[config.mk]
export PLATFORM = sky130hd
export DESIGN_NAME = ysyx_22040127_lsu_flat
export DESIGN_NICKNAME = d
export VERILOG_FILES = /design/src/rtl/ysyx_22040127_lsu_pkg.sv /design/src/rtl/ysyx_22040127_lsu_if.sv /design/src/rtl/ysyx_22040127_lsu_align.sv /design/src/rtl/ysyx_22040127_lsu.sv /design/src/flat_wrapper.sv
export SDC_FILE = /design/constraint.sdc
export NUM_CORES = 1
export LEC_CHECK = 0
export CORE_ASPECT_RATIO = 1.2
export CORE_UTILIZATION = 30
export DETAILED_ROUTE_END_ITERATION = 10
export SYNTH_ARGS = -nofsm -noshare
export SYNTH_HDL_FRONTEND = slang
export SYNTH_SLANG_ARGS = --single-unit
export TNS_END_PERCENT = 10
[constraint.sdc]
create_clock -name clk -period 4 [get_ports clk]
set_input_delay 0.4 -clock clk [delete_from_list [all_inputs] [get_ports clk]]
set_output_delay 0.4 -clock clk [all_outputs]
set_load 0.02 [all_outputs]
[src/rtl/ysyx_22040127_lsu_pkg.sv]
`default_nettype none
// +------------------------------------------------------------------+
// | ysyx_22040127_lsu_pkg : op-field encodings and FSM state for LSU  |
// | Rev 1.0                                                           |
// +------------------------------------------------------------------+
package ysyx_22040127_lsu_pkg;

   localparam int OP_STORE    = 3;
   localparam int OP_UNSIGNED = 2;

   localparam logic [1:0] SZ_B = 2'd0;
   localparam logic [1:0] SZ_H = 2'd1;
   localparam logic [1:0] SZ_W = 2'd2;
   localparam logic [1:0] SZ_D = 2'd3;

   localparam int LSU_TIMEOUT = 255;

   typedef enum logic [1:0] {
      ST_IDLE = 2'd0,
      ST_REQ  = 2'd1,
      ST_WAIT = 2'd2,
      ST_DONE = 2'd3
   } lsu_state_t;

endpackage
`default_nettype wire

[src/rtl/ysyx_22040127_lsu_if.sv]
`default_nettype none
// +------------------------------------------------------------------+
// | ysyx_22040127_lsu_if : data-memory request/response bus          |
// | Rev 1.0                                                           |
// +------------------------------------------------------------------+
interface ysyx_22040127_lsu_if #(
   parameter int XLEN = 64
);
   logic            req_valid;
   logic            req_ready;
   logic            req_we;
   logic [XLEN-1:0] req_addr;
   logic [XLEN-1:0] req_wdata;
   logic [7:0]      req_wmask;
   logic            resp_valid;
   logic [XLEN-1:0] resp_rdata;

   modport master (
      output req_valid, req_we, req_addr, req_wdata, req_wmask,
      input  req_ready, resp_valid, resp_rdata
   );

   modport slave (
      input  req_valid, req_we, req_addr, req_wdata, req_wmask,
      output req_ready, resp_valid, resp_rdata
   );
endinterface
`default_nettype wire

[src/rtl/ysyx_22040127_lsu_align.sv]
`default_nettype none
// +------------------------------------------------------------------+
// | ysyx_22040127_lsu_align : byte-lane steering, masks, extension   |
// | Rev 1.0                                                           |
// +------------------------------------------------------------------+
module ysyx_22040127_lsu_align
   import ysyx_22040127_lsu_pkg::*;
#(
   parameter int XLEN = 64
) (
   input  logic [1:0]      size,
   input  logic [2:0]      off,
   input  logic [XLEN-1:0] wdata,
   input  logic [XLEN-1:0] rdata,
   input  logic            is_unsigned,
   output logic [7:0]      wmask,
   output logic [XLEN-1:0] wdata_sh,
   output logic [XLEN-1:0] rdata_ext,
   output logic            misalign
);
   logic [XLEN-1:0] w_lane;

   always_comb begin
      w_lane    = rdata >> {off, 3'b000};
      wdata_sh  = wdata << {off, 3'b000};
      wmask     = 8'h00;
      misalign  = 1'b0;
      rdata_ext = w_lane;
      case (size)
         SZ_B: begin
            wmask     = 8'h01 << off;
            rdata_ext = is_unsigned ? {{(XLEN-8){1'b0}}, w_lane[7:0]}
                                    : {{(XLEN-8){w_lane[7]}}, w_lane[7:0]};
         end
         SZ_H: begin
            misalign  = off[0];
            wmask     = 8'h03 << off;
            rdata_ext = is_unsigned ? {{(XLEN-16){1'b0}}, w_lane[15:0]}
                                    : {{(XLEN-16){w_lane[15]}}, w_lane[15:0]};
         end
         SZ_W: begin
            misalign  = |off[1:0];
            wmask     = 8'h0F << off;
            rdata_ext = is_unsigned ? {{(XLEN-32){1'b0}}, w_lane[31:0]}
                                    : {{(XLEN-32){w_lane[31]}}, w_lane[31:0]};
         end
         default: begin
            // Doubleword: unsigned flag is meaningless, behaves as ld
            misalign  = |off;
            wmask     = 8'hFF;
            rdata_ext = w_lane;
         end
      endcase
   end
endmodule
`default_nettype wire

[src/rtl/ysyx_22040127_lsu.sv]
`default_nettype none
// +------------------------------------------------------------------+
// | ysyx_22040127_lsu : multicycle RV64 load/store unit (EX -> WB)   |
// | Rev 1.0                                                           |
// +------------------------------------------------------------------+
module ysyx_22040127_lsu
   import ysyx_22040127_lsu_pkg::*;
#(
   parameter int XLEN    = 64,
   parameter int TIMEOUT = LSU_TIMEOUT
) (
   input  logic              clk,
   input  logic              rst,
   input  logic              in_valid,
   output logic              in_ready,
   input  logic [3:0]        in_op,
   input  logic [XLEN-1:0]   in_addr,
   input  logic [XLEN-1:0]   in_wdata,
   output logic              out_valid,
   input  logic              out_ready,
   output logic [XLEN-1:0]   out_rdata,
   output logic              out_misalign,
   output logic              out_timeout,
   ysyx_22040127_lsu_if.master mem
);
   localparam int CNT_W = $clog2(TIMEOUT + 2);

   lsu_state_t       r_state;
   logic             r_in_ready;
   logic             r_out_valid, r_out_misalign, r_out_timeout;
   logic [XLEN-1:0]  r_out_rdata;
   logic             r_req_valid, r_req_we;
   logic [XLEN-1:0]  r_req_addr, r_req_wdata;
   logic [7:0]       r_req_wmask;
   logic [1:0]       r_size;
   logic [2:0]       r_off;
   logic             r_unsigned, r_is_store;
   logic [CNT_W-1:0] r_cnt;

   logic             w_idle, w_misalign, w_expire;
   logic [1:0]       w_size;
   logic [2:0]       w_off;
   logic             w_unsigned;
   logic [7:0]       w_wmask;
   logic [XLEN-1:0]  w_wdata_sh, w_rdata_ext;
   logic [CNT_W-1:0] w_cnt_nxt;

   // The lane unit sees the incoming op in IDLE and the latched op afterwards
   assign w_idle     = (r_state == ST_IDLE);
   assign w_size     = w_idle ? in_op[1:0] : r_size;
   assign w_off      = w_idle ? in_addr[2:0] : r_off;
   assign w_unsigned = w_idle ? in_op[OP_UNSIGNED] : r_unsigned;
   assign w_cnt_nxt  = r_cnt + 1'b1;
   assign w_expire   = (TIMEOUT != 0) && (w_cnt_nxt == CNT_W'(TIMEOUT));

   ysyx_22040127_lsu_align #(.XLEN(XLEN)) u_align (
      .size        (w_size),
      .off         (w_off),
      .wdata       (in_wdata),
      .rdata       (mem.resp_rdata),
      .is_unsigned (w_unsigned),
      .wmask       (w_wmask),
      .wdata_sh    (w_wdata_sh),
      .rdata_ext   (w_rdata_ext),
      .misalign    (w_misalign)
   );

   always_ff @(posedge clk) begin
      if (rst) begin
         r_state        <= ST_IDLE;
         r_in_ready     <= 1'b1;
         r_out_valid    <= 1'b0;
         r_out_misalign <= 1'b0;
         r_out_timeout  <= 1'b0;
         r_out_rdata    <= '0;
         r_req_valid    <= 1'b0;
         r_req_we       <= 1'b0;
         r_req_addr     <= '0;
         r_req_wdata    <= '0;
         r_req_wmask    <= '0;
         r_size         <= '0;
         r_off          <= '0;
         r_unsigned     <= 1'b0;
         r_is_store     <= 1'b0;
         r_cnt          <= '0;
      end else begin
         case (r_state)
            ST_IDLE: begin
               if (in_valid) begin
                  r_size     <= in_op[1:0];
                  r_off      <= in_addr[2:0];
                  r_unsigned <= in_op[OP_UNSIGNED];
                  r_is_store <= in_op[OP_STORE];
                  r_in_ready <= 1'b0;
                  if (w_misalign) begin
                     r_state        <= ST_DONE;
                     r_out_valid    <= 1'b1;
                     r_out_misalign <= 1'b1;
                     r_out_rdata    <= '0;
                  end else begin
                     r_state     <= ST_REQ;
                     r_cnt       <= '0;
                     r_req_valid <= 1'b1;
                     r_req_we    <= in_op[OP_STORE];
                     r_req_addr  <= {in_addr[XLEN-1:3], 3'b000};
                     r_req_wdata <= in_op[OP_STORE] ? w_wdata_sh : '0;
                     r_req_wmask <= in_op[OP_STORE] ? w_wmask : 8'h00;
                  end
               end
            end
            ST_REQ: begin
               r_cnt <= w_cnt_nxt;
               if (w_expire || mem.req_ready) begin
                  r_req_valid <= 1'b0;
                  r_req_we    <= 1'b0;
                  r_req_addr  <= '0;
                  r_req_wdata <= '0;
                  r_req_wmask <= '0;
               end
               if (w_expire) begin
                  r_state       <= ST_DONE;
                  r_out_valid   <= 1'b1;
                  r_out_timeout <= 1'b1;
                  r_out_rdata   <= '0;
               end else if (mem.req_ready) begin
                  r_state <= ST_WAIT;
               end
            end
            ST_WAIT: begin
               r_cnt <= w_cnt_nxt;
               // A response on the expiry cycle still counts as completion
               if (mem.resp_valid) begin
                  r_state     <= ST_DONE;
                  r_out_valid <= 1'b1;
                  r_out_rdata <= r_is_store ? '0 : w_rdata_ext;
               end else if (w_expire) begin
                  r_state       <= ST_DONE;
                  r_out_valid   <= 1'b1;
                  r_out_timeout <= 1'b1;
                  r_out_rdata   <= '0;
               end
            end
            default: begin
               if (out_ready) begin
                  r_state        <= ST_IDLE;
                  r_in_ready     <= 1'b1;
                  r_out_valid    <= 1'b0;
                  r_out_misalign <= 1'b0;
                  r_out_timeout  <= 1'b0;
                  r_out_rdata    <= '0;
               end
            end
         endcase
      end
   end

   assign in_ready      = r_in_ready;
   assign out_valid     = r_out_valid;
   assign out_rdata     = r_out_rdata;
   assign out_misalign  = r_out_misalign;
   assign out_timeout   = r_out_timeout;
   assign mem.req_valid = r_req_valid;
   assign mem.req_we    = r_req_we;
   assign mem.req_addr  = r_req_addr;
   assign mem.req_wdata = r_req_wdata;
   assign mem.req_wmask = r_req_wmask;
endmodule
`default_nettype wire

[src/flat_wrapper.sv]
// flat-port wrapper written by rule: the top's interface ports become plain ports
module ysyx_22040127_lsu_flat import ysyx_22040127_lsu_pkg::*;
#(
   parameter int XLEN    = 64,
   parameter int TIMEOUT = LSU_TIMEOUT
)
  (clk, rst, in_valid, in_ready, in_op, in_addr, in_wdata, out_valid, out_ready, out_rdata, out_misalign, out_timeout, mem_req_valid, mem_req_we, mem_req_addr, mem_req_wdata, mem_req_wmask, mem_req_ready, mem_resp_valid, mem_resp_rdata);
  ysyx_22040127_lsu_if #(.XLEN(XLEN)) mem_i ();
  input  logic clk;
  input  logic rst;
  input  logic in_valid;
  output logic in_ready;
  input  logic [3:0] in_op;
  input  logic [XLEN-1:0] in_addr;
  input  logic [XLEN-1:0] in_wdata;
  output logic out_valid;
  input  logic out_ready;
  output logic [XLEN-1:0] out_rdata;
  output logic out_misalign;
  output logic out_timeout;
  output wire logic [$bits(mem_i.req_valid)-1:0] mem_req_valid;
  output wire logic [$bits(mem_i.req_we)-1:0] mem_req_we;
  output wire logic [$bits(mem_i.req_addr)-1:0] mem_req_addr;
  output wire logic [$bits(mem_i.req_wdata)-1:0] mem_req_wdata;
  output wire logic [$bits(mem_i.req_wmask)-1:0] mem_req_wmask;
  input wire logic [$bits(mem_i.req_ready)-1:0] mem_req_ready;
  input wire logic [$bits(mem_i.resp_valid)-1:0] mem_resp_valid;
  input wire logic [$bits(mem_i.resp_rdata)-1:0] mem_resp_rdata;
  assign mem_req_valid = mem_i.req_valid;
  assign mem_req_we = mem_i.req_we;
  assign mem_req_addr = mem_i.req_addr;
  assign mem_req_wdata = mem_i.req_wdata;
  assign mem_req_wmask = mem_i.req_wmask;
  assign mem_i.req_ready = mem_req_ready;
  assign mem_i.resp_valid = mem_resp_valid;
  assign mem_i.resp_rdata = mem_resp_rdata;
  ysyx_22040127_lsu #(.XLEN(XLEN), .TIMEOUT(TIMEOUT)) u_core (.clk(clk), .rst(rst), .in_valid(in_valid), .in_ready(in_ready), .in_op(in_op), .in_addr(in_addr), .in_wdata(in_wdata), .out_valid(out_valid), .out_ready(out_ready), .out_rdata(out_rdata), .out_misalign(out_misalign), .out_timeout(out_timeout), .mem(mem_i));
endmodule
Word-level counts from Yosys, hierarchy flattened
Cells that the tools add are included.
{"block": "totals", "reg_bits": 224, "input_bits": 202, "output_inout_bits": 206, "elab_cells": 115}
{"block": "op_classes", "n_addsub": 1, "eq_ne": 12, "shift": 5, "n_mux": 60, "n_bitwise": 2, "n_reduce_logical": 19}
{"operator": "$mux 64", "count": 15}
{"operator": "$pmux 64 s3", "count": 2}
{"operator": "$pmux 64 s2", "count": 2}
{"operator": "$shl 64x6->64", "count": 1}
{"operator": "$shr 64x6->64", "count": 1}
{"operator": "$mux 8", "count": 4}
{"operator": "$pmux 8 s3", "count": 1}
{"operator": "$mux 9", "count": 2}
{"operator": "$pmux 9 s2", "count": 1}
{"operator": "$mux 2", "count": 8}
{"operator": "$pmux 8 s2", "count": 1}
{"operator": "$mux 1", "count": 15}
{"operator": "$reduce_and 3->1", "count": 4}
{"operator": "$reduce_and 4->1", "count": 3}
{"operator": "$add 9x1->9 const B", "count": 1}
{"operator": "$eq 9x8->1 const B", "count": 1}
{"operator": "$pmux 1 s3", "count": 3}
{"operator": "$ne 2x2->1 const B", "count": 4}
{"operator": "$pmux 1 s2", "count": 4}
{"operator": "$shl 1x3->8 const A", "count": 1}
{"operator": "$shl 2x3->8 const A", "count": 1}
{"operator": "$shl 4x3->8 const A", "count": 1}
{"operator": "$ne 3x2->1 const B", "count": 2}
{"operator": "$pmux 2 s3", "count": 1}
{"operator": "other kinds (13)", "count": 20}

Depth between registers and ports, before layout
Gate-level depths: netlist (run 1).
{"block": "depth", "depth_word": 8, "depth_mapped": 19, "mapped_depth_nobuf": 11}

Hierarchy
From an unflattened synthesis (run 1), not the netlist that was laid out.
{"block": "unflattened", "hier_cells": 1413, "hier_area_um2": 12822.3}
{"module": "ysyx_22040127_lsu", "n_inst": 1, "cells_per_inst": 803, "area_per_inst_um2": 8348.0}
{"module": "ysyx_22040127_lsu_align", "n_inst": 1, "cells_per_inst": 610, "area_per_inst_um2": 4474.3}

Worst setup path before layout (run 1)
Ideal clock, no wire load.
{"block": "synth_path", "path_kind": "register -> register", "startpoint": "register u_core.r_state[0]", "endpoint": "register u_core.r_req_wdata[16] (netlist: u_core.mem.req_wdata[16])", "setup_time_ns": 0.117, "arrival_ns": 3.829, "required_ns": 3.883, "path_slack_ns": 0.055, "stages_incl_launch_ff": 19, "n_path_buf": 8, "period_less_slack_ns": 3.945, "path_cell_list": "dfxtp_1 > inv_1 > ha_1 > buf_6 > buf_6 > buf_2 > buf_1 > mux2_2 > ha_1 > clkbuf_1 > a21oi_1 > a22oi_1 > o311a_4 > or2_1 > buf_2 > o21a_1 > buf_6 > buf_6 > a22o_1"}
{"block": "synth_between", "elab_chain_len": 7, "elab_cells_between_ends": 20}
{"element": "start: declaration", "line": "ysyx_22040127_lsu.sv:28", "source": "lsu_state_t r_state;"}
{"element": "start signal: assignment", "line": "ysyx_22040127_lsu.sv:70", "source": "r_state <= ST_IDLE;"}
{"element": "start signal: assignment", "line": "ysyx_22040127_lsu.sv:96", "source": "r_state <= ST_DONE;"}
{"element": "start signal: assignment", "line": "ysyx_22040127_lsu.sv:101", "source": "r_state <= ST_REQ;"}
{"element": "$logic_not 2->1 (*)", "line": "ysyx_22040127_lsu.sv:49", "source": "assign w_idle = (r_state == ST_IDLE);"}
{"element": "via u_core.w_idle", "line": "ysyx_22040127_lsu.sv:40", "source": "logic w_idle, w_misalign, w_expire;"}
{"element": "$mux 3", "line": "ysyx_22040127_lsu.sv:51", "source": "assign w_off = w_idle ? in_addr[2:0] : r_off;"}
{"element": "$shl 64x6->64", "line": "ysyx_22040127_lsu_align.sv:25", "source": "wdata_sh = wdata << {off, 3'b000};"}
{"element": "$mux 64", "line": "ysyx_22040127_lsu.sv:106", "source": "r_req_wdata <= in_op[OP_STORE] ? w_wdata_sh : '0;"}
{"element": "$mux 64", "line": "ysyx_22040127_lsu.sv:95", "source": "if (w_misalign) begin"}
{"element": "$mux 64", "line": "ysyx_22040127_lsu.sv:89", "source": "if (in_valid) begin"}
{"element": "$pmux 64 s2", "line": "ysyx_22040127_lsu.sv:87", "source": "case (r_state)"}
{"element": "end signal: assignment", "line": "ysyx_22040127_lsu.sv:106"}
{"element": "end: declaration", "line": "ysyx_22040127_lsu.sv:33", "source": "logic [XLEN-1:0] r_req_addr, r_req_wdata;"}
Mark *: on every way through the listed nets, which the timed path passes. The rest lies on a longest branch. The select of a mux whose other input is x is not followed.
A chain may end at the register's enable or synchronous reset.

Worst setup path in the final report (run 1)
{"block": "layout_path", "startpoint": "register u_core.r_state[0]", "endpoint": "register u_core.r_req_wdata[28] (netlist: u_core.mem.req_wdata[28])"}
The elaborated chain is that of the path after synthesis.

==> results of run 1 <==
==> Yosys cell counts (all sizes together) (8+ instances only) <==
library cell  count
nand2           276
dfxtp           221
nor3             15
nor2             57
a31oi            30
a211o            19
and3             24
inv              14
nand3            27
mux2i            93
a211oi           37
o21ai           152
buf              42
o221ai           15
clkbuf           94
a22o             33
a21oi           124
o22ai             8
o2bb2ai          45
o211ai           11
nand3b           61
ha               10
==> how the worst max path moves through the flow <==
stage	start	end	slack, ps	depth (start not counted)
after CTS	u_core.r_state[0]$_SDFFE_PP0P_	u_core.mem.req_wdata[28]$_SDFFE_PP0P_	480	11
final	u_core.r_state[0]$_SDFFE_PP0P_	u_core.mem.req_wdata[28]$_SDFFE_PP0P_	450	11
after detailed placement	u_core.r_state[0]$_SDFFE_PP0P_	u_core.mem.req_wdata[4]$_SDFFE_PP0P_	480	11
after floorplan	u_core.r_state[0]$_SDFFE_PP0P_	u_core.mem.req_wdata[16]$_SDFFE_PP0P_	50	18
after global routing	u_core.r_state[0]$_SDFFE_PP0P_	u_core.mem.req_wdata[33]$_SDFFE_PP0P_	250	11
after global placement	u_core.r_state[0]$_SDFFE_PP0P_	u_core.mem.req_wdata[1]$_SDFFE_PP0P_	550	11
==> sequential cells by signal, indices dropped and copies added, names as in the netlist <==
signal and flops:
u_core.r_off 3, u_core.r_unsigned 1, u_core.mem.req_we 1, u_core.out_rdata 64
u_core.out_valid 1, u_core.r_is_store 1, u_core.r_size 2, u_core.mem.req_addr 61
u_core.r_state 2, u_core.mem.req_wdata 64, u_core.mem.req_valid 1, u_core.mem.req_wmask 8
u_core.in_ready 1, u_core.out_timeout 1, u_core.r_cnt 9, u_core.out_misalign 1
==> final cells by class <==
type	instances	area, sq um	share of cell area [%]
repair buffers	447	4450	25.6
clock inverters	8	97.6	0.561
clock buffers	37	721	4.15
well taps	526	658	3.79
multi-input cells	1126	6970	40.1
diodes	3	7.51	0.0432
flip-flops and latches	221	4420	25.4
inverters	14	52.6	0.302
==> per-layer routing <==
layer,track usage (%),wire (microns)
met5,0,0
met3,5.48,4760
met4,10.8,2120
met2,39.9,24300
met1,29.9,20300
==> through the flow <==
| stage | utilization (%) | power, mW | hold slack [ps] | instances |
|---|---|---|---|---|
| after floorplan | - | 7.11 | 433 | 1497 |
| after global placement | 42.4 | 9.64 | 436 | 2334 |
| after detailed placement | 42.4 | 9.65 | 439 | 2334 |
| after CTS | 44.5 | 12.0 | 282 | 2379 |
| after global routing | 44.5 | 12.7 | 299 | 2382 |
| final | 44.5 | 12.0 | 299 | 2382 |
==> cell families (layout without fill, tap and decap cells) <==
kind of cell,Yosys count,after routing
AO/OA/AOI/OAI,515,515
XOR/XNOR,6,6
adder cells (fa/ha/maj),10,10
buffers and inverters,150,506
flip-flops,221,221
multiplexers,101,101
other,1,6
AND/OR/NAND/NOR,491,491
==> critical path, delay by kind of cell, from the launching register on <==
| family | cells | cell delay, ps |
|---|---|---|
| AND/OR/NAND/NOR | 1 | 230 |
| AO/OA/AOI/OAI | 5 | 1410 |
| adder cells (fa/ha/maj) | 2 | 550 |
| multiplexers | 1 | 410 |
| flip-flops | 1 | 350 |
| buffers and inverters | 2 | 430 |
==> report_power, final <==
group / internal (mW) / leakage, nW / switching (mW)
logic: 2.58 / 4.21 / 4.35
clock network: 1.37 / 0.405 / 0.968
registers: 2.55 / 1.79 / 0.210
total: 6.51 / 6.41 / 5.52
==> run summary, run 1 <==
The flow ran to the end, and the final reports show no timing, DRC or antenna violations. The signal on the critical path passes through inv_1 -> ha_1 -> mux2_2 -> ha_1 -> a21oi_1 -> a22oi_1 -> o311a_4 -> or2_1 -> o21a_2 -> buf_4 -> a22o_1. In this run the clock root is driven by a sky130_fd_sc_hd__clkbuf_16. The maximum number of buffers from clock root to sink is 3.

The deepest level of the CTS H-tree came out at 1. The number of failing hold endpoints at the final stage is 0. The remaining global-route overflow is 0. The total leakage power is between 6 and 7 nW.

The library cell used most frequently in the layout, excluding fill and tap cells, is sky130_fd_sc_hd__clkdlybuf4s50_1. After technology mapping, the gate count stands at about 1500. The number of storage elements in the synthesis netlist is 221. The number of max-capacitance violations reported is 0. The clock skew came out at about 14 ps. After Yosys synthesis, full adders, half adders and majority gates account for around 1.0% of the synthesized area.

The total of endpoints with negative setup slack in the final report is 0. The number of buffers inserted by port buffering is a little over 400. The path with the worst hold slack has its endpoint at u_core.r_is_store$_SDFFE_PP0P_. The biggest fanout along the worst timing path is between 70 and 80. The endpoint identified for the worst register-to-register timing path is u_core.mem.req_wdata[28]$_SDFFE_PP0P_. For this block, the routed nets add up to ~50000 microns of wire.

The die width came out at 184 microns. The final instance area came out at roughly 17000 sq um. The final clock period utilization by the worst path is roughly nine tenths. The detailed router placed ~13000 vias in this run.

The area growth from synthesis to layout is 45.4%. The number of cells traversed by the worst register-to-register path came out at 11. In the final layout, the share of cells above drive strength 1 is 6.04%. The final net count came out at 2047. Summing the areas of all compound-gate instances in the mapped netlist gives between 20 and 30% of the synthesized area. The upper clock frequency limit is 281 MHz. The number of max-slew violations in the final report is 0.

The pin count of the biggest net entering global routing is between 90 and 100. The TritonCTS clock tree is yes. The height of the die is about 220 microns. In this run the remaining antenna-violating nets after routing total 0.

Setup slack closes at 446 ps. The total clock buffers created by CTS came out at 25. A synthesized cell averages approximately 8.0 sq um. In this design, the critical path's most frequently occurring cell is sky130_fd_sc_hd__ha_1.

The floorplan step defined a core boundary enclosing 39000 sq um. The final routed DRC violation total came out at 0. Setup repair after global routing left no endpoint under its margin. The worst setup path is launched from a register. The global router's overall resource usage came out at between 20% and 30%. The distinct cell type count of the synthesized netlist came out at slightly below 70. Headroom to the max-slew limit came out at between 40 and 50%. The data arrival time of the worst path is around 4000 ps.

The path type of the worst setup path is reg -> reg. After clock tree synthesis, the flow added hold-fix buffers numbering 0. The latest clock arrival within the worst-skew pair came out at between 500 and 600 ps. The routed wire length per instance is 21.6 microns. The number of global-route vias before repair is around 13000.

The share of synthesized cell area in and, or, nand and nor gates came out at 19.3%. The instance count along the most critical hold path is 2. The clock-pin slew reported for the worst setup and hold paths after clock tree synthesis came out at 60 ps.

The congestion estimate from routability-driven global placement came to 0.948. Power spread over the standard cell area amounts to ~700 nW/um^2. Yosys attributes the largest share of cell area to sky130_fd_sc_hd__dfxtp_1, sky130_fd_sc_hd__nand2_1, sky130_fd_sc_hd__mux2i_1. The standard cell area after detailed placement is 16600 sq um. In this run the worst hold path is classified as in -> reg. The area enclosed by the die boundary is ~41000 sq um.

The worst path required time is ~4400 ps. On the worst path, the slowest cell contributes a delay of 430 ps. Detailed placement finished with a half-perimeter wire length of 37700 microns. The worst reg-to-reg setup slack came out at 450 ps. The master of the slowest instance on the critical path is sky130_fd_sc_hd__o311a_4.

The number of antenna violations at the first check in global routing is 3. The post-synthesis xor/xnor area fraction is less than 1%. For this run, the number of Yosys warnings is 0. The global-route wire length before repair came out at 75300 microns.

The number of inserted filler cells in the final layout came out at just under 4000. The worst hold path begins at rst. The count of clock tree sinks came out at between 200 and 250.

The DRC violation total after the first TritonRoute iteration is approximately 1200. Sequential elements use a little under two fifths of the synthesized area. At the placement stage, the worst setup path has a slack of approximately 480 ps. The total negative slack came out at 0 ps. The synthesized design spends more area on one cell type than any other, namely sky130_fd_sc_hd__dfxtp_1. The per-cell via count in the routed design is 5.46. The most used flip-flop cell after synthesis is sky130_fd_sc_hd__dfxtp_1.

The transition time at the pin with the least slew margin is about 810 ps. The netlist area before placement came out at ~12000 sq um. The share of the synthesized area in the top cell type is between 30 and 40%.

The share of cell area taken by muxes after synthesis is between 8 and 9%. The number of standard-cell rows in the floorplan is between 70 and 80. Yosys mapped a number of flops with a built-in enable equal to 0. The I/O pin total is ~410. The maximum vdd ir drop is a little under 0.4 mV. The first-pass iteration count of the detailed router came out at 6. The worst setup path is captured at a register. The fraction of registers with async set/reset came out at 0%. The final critical path time including I/O delays and setup is 3550 ps. By area, the combinational part of the netlist is dominated by compound AO/OA/AOI/OAI gates. The total of cells resized after clock tree synthesis came out at 0. The top cell types in the final layout, fill and taps aside, are sky130_fd_sc_hd__clkdlybuf4s50_1, sky130_fd_sc_hd__nand2_1, sky130_fd_sc_hd__dfxtp_1, sky130_fd_sc_hd__o21ai_0, sky130_fd_sc_hd__a21oi_1. For this configuration, the core starts out at a cell density of a little under a third.

The startpoint identified for the worst register-to-register timing path is u_core.r_state[0]$_SDFFE_PP0P_. The post-CTS setup repair buffer count is 0.
(Power assumes the default switching activity.)
==> inputs of run 2 (changes only) <==
Settings changed: CORE_UTILIZATION 30 to 42, PLACE_DENSITY set to 0.78, REMOVE_ABC_BUFFERS set to 1.
==> run 2 against run 1 <==
  * Via count rose by 2.0%
  * Total power shrank 2.2%
  * Die area fell by 28%
  * Highest routed layer unchanged
  * Core utilization grew 17 points
  * Clock-buffer cell count shrank 3
  * Non-clock buffer count down 3
  * Largest power group unchanged
  * Sequential cell count unchanged
  * Clock power about the same
  * Setup slack got worse by 190 ps
  * Worst hold slack improved by 37 ps
  * Routed wire length shrank 12%
  * Final cell count fell by 6.5%
==> run summary, run 2 (synthesis gave the netlist of run 1 again) <==
The final clock period utilization by the worst path came out at about 94%. The type of the tightest min-delay check is in -> reg. The pin count of the biggest net entering global routing came out at 95.

The critical path goes through inv_1 -> ha_1 -> mux2_2 -> ha_1 -> a21oi_1 -> a22oi_1 -> o311a_4 -> or2_2 -> o21a_2 -> buf_4 -> a22o_1. The die width is between 150 and 200 microns. The starting density of the core came out at between 40% and 50%. The final routed DRC violation total is 0. Post-CTS timing repair inserted 0 buffers for setup. Setup repair after global routing left no endpoint under its margin. The total wire length after detailed routing came out at around 45000 microns. Leaving out fill and tap cells, the most frequent cell in the layout is sky130_fd_sc_hd__clkdlybuf4s50_1. The count of clock tree sinks came out at roughly 220. The number of failing hold endpoints at the final stage came to 0. The switching share of power came out at ~45%. The number of inserted filler cells in the final layout came out at approximately 2400. The number of max-slew violations in the final report came to 0. The deepest level of the CTS H-tree came out at 1. In the final design database the tool counted between 2000 and 2500 nets.

The fraction of power consumed by the clock network came out at 19.9%. The multi-input logic area is approximately 7000 sq um. The data arrival time of the worst path is approximately 4100 ps. At the worst endpoint, the required time is between 4000 and 5000 ps. In this run, CTS created clock tree buffers numbering 25. Port buffering added about 400 buffers. The clock-pin slew reported for the worst setup and hold paths after clock tree synthesis is 60 ps.

The global-route layer with the greatest usage is met2. The upper clock frequency limit is ~270 MHz. The worst reg-to-reg setup slack is 260 ps. The global-route met2 utilization is around 50%. The area enclosed by the die boundary came out at around 29000 sq um. Once the clock tree was built, the resizer swapped 0 gates to a different size. Of the total power, combinational logic draws 56.6%. The total via count in the routed design is ~13000. The final critical path time including I/O delays and setup is around 3700 ps. The sequential cell area in the final layout came out at 4420 sq um. The internal power came out at approximately 6.5 mW. The detail route stage leaves a number of antenna-violating nets equal to 0.

In this run the core area contains 67 standard-cell rows. The per-cell via count in the routed design is slightly below 6. The diode insertion count for antenna repair is 0. The height of the die came out at between 150 and 200 microns. The number of antenna violations at the first check in global routing came out at 0. The clock skew came out at about 23 ps.

The cell that appears most often on the critical path is sky130_fd_sc_hd__ha_1. The part of the power in registers came out at about a quarter. Across the run, the number of max-cap violations was 0. The detailed router finished its first iteration with roughly 970 violations. The first-pass iteration count of the detailed router is 7. The standard cell area after detailed placement came out at 16300 sq um.

The maximum single-stage delay on the critical path is approximately 430 ps. At the later pin of the worst-skew pair, clock insertion delay measures between 500 and 600 ps. The worst slew margin relative to its limit came out at ~13%.

The global router's overall resource usage came out at 29.6%. The maximum number of buffers from clock root to sink is 3. STA classifies the critical path startpoint as a register. Setup violations remaining at the end of the flow were counted as 0. The run finished with clean final reports. The maximum vdd ir drop is a little under 0.5 mV. Of the cells placed in the final design, the portion with a size suffix greater than 1 is a little over 6%. The remaining global-route overflow is 0.

The layout overhead on the synthesized area came out at 43.4%. The path type of the worst setup path is reg -> reg. For the pin with the worst max-slew slack, the measured transition is roughly 1300 ps. The final core utilization came out at between 60% and 70%.

TritonCTS built the clock tree. The final instance area came out at 17100 sq um. The area of the placeable core is between 20000 and 30000 sq um. The slowest stage of the critical path is the sky130_fd_sc_hd__o311a_4 cell. The routed wire length per instance came out at 20.3 microns.

Pin placement for this block handled a little over 400 I/O pins. The count of hold buffers inserted by post-cts repair came out at 0. Detailed placement finished with a half-perimeter wire length of about 31000 microns. For this run, global-route usage on met3 was measured as roughly 7%. The worst setup path is captured at a register. The power dissipated by switching net loads came out at approximately 5.3 mW.

In this run the static leakage power is between 6 and 7 nW. The biggest fanout along the worst timing path is 73. The routability congestion estimate from global placement is 0.950. Clock tree synthesis selected as its root buffer the cell sky130_fd_sc_hd__clkbuf_16. The global-route wire length before repair came out at between 60000 and 70000 microns.

The global-route track usage on met1 came out at 35.7%. In the layout the commonest cells are sky130_fd_sc_hd__clkdlybuf4s50_1, sky130_fd_sc_hd__nand2_1, sky130_fd_sc_hd__dfxtp_1, sky130_fd_sc_hd__o21ai_0, sky130_fd_sc_hd__a21oi_1. The number of global-route vias before repair is ~13000. The power density over cell area is around 700 nW/um^2.
[run 2: worst paths after layout]
path | start | endpoint | cells past startpoint
hold / removal | rst | u_core.r_cnt[3]$_SDFFE_PP0P_ | 3
hold reg to reg | u_core.out_rdata[55]$_SDFFE_PP0P_ | u_core.out_rdata[55]$_SDFFE_PP0P_ | 2
setup reg to reg | u_core.r_state[0]$_SDFFE_PP0P_ | u_core.mem.req_wdata[31]$_SDFFE_PP0P_ | 11
setup / recovery | u_core.r_state[0]$_SDFFE_PP0P_ | u_core.mem.req_wdata[31]$_SDFFE_PP0P_ | 11
[run 2: cell type report]
cell class	count	share of cell area (%)
Tap cell	379	2.77
Clock buffer	34	4.08
Clock inverter	9	0.701
Multi-Input combinational cell	1126	40.7
Timing Repair Buffer	444	25.6
Sequential cell	221	25.8
Inverter	14	0.307
[run 2: critical path, delay by kind of cell (launching register included)]
| family | cells | cell delay (ps) |
|---|---|---|
| mux | 1 | 330 |
| buf+inv | 2 | 440 |
| flops | 1 | 420 |
| fa+ha+maj | 2 | 600 |
| simple gates | 1 | 300 |
| compound gates | 5 | 1470 |
[run 2: power groups by stage]
stage | Clock (mW) | Combinational, mW | Sequential (mW)
final | 2.34 | 6.67 | 2.76
after floorplan | 0 | 3.70 | 3.15
after detailed placement | 0 | 6.55 | 2.80
after CTS | 2.38 | 6.58 | 2.76
after global placement | 0 | 6.47 | 2.79
after global routing | 2.47 | 7.15 | 2.80
[run 2: metrics by stage]
step           cells  setup TNS (ps)  hold WS, ps  worst slack (ps)  power (mW)
5_1_grt         2227               0          361              76.8        12.4
4_1_cts         2227               0          330               309        11.7
2_1_floorplan   1361         -433090          428             -3530        6.85
3_5_place_dp    2184               0          437               195        9.36
6_report        2227               0          336               258        11.8
3_3_place_gp    2184               0          433               290        9.26
[run 2: metal layers]
metal | share of wire (%) | vias up
met1 | 38 | 6245
met4 | 4.8 | 0
met5 | 0 | -
met2 | 47 | 789
met3 | 10 | 140
li1 | - | 6103
==> inputs of run 3 (changes only) <==
Settings changed: CTS_CLUSTER_SIZE set to 28.
==> results of run 3 <==
Same layout as run 2: the final DEF is identical, and so are final timing and power.
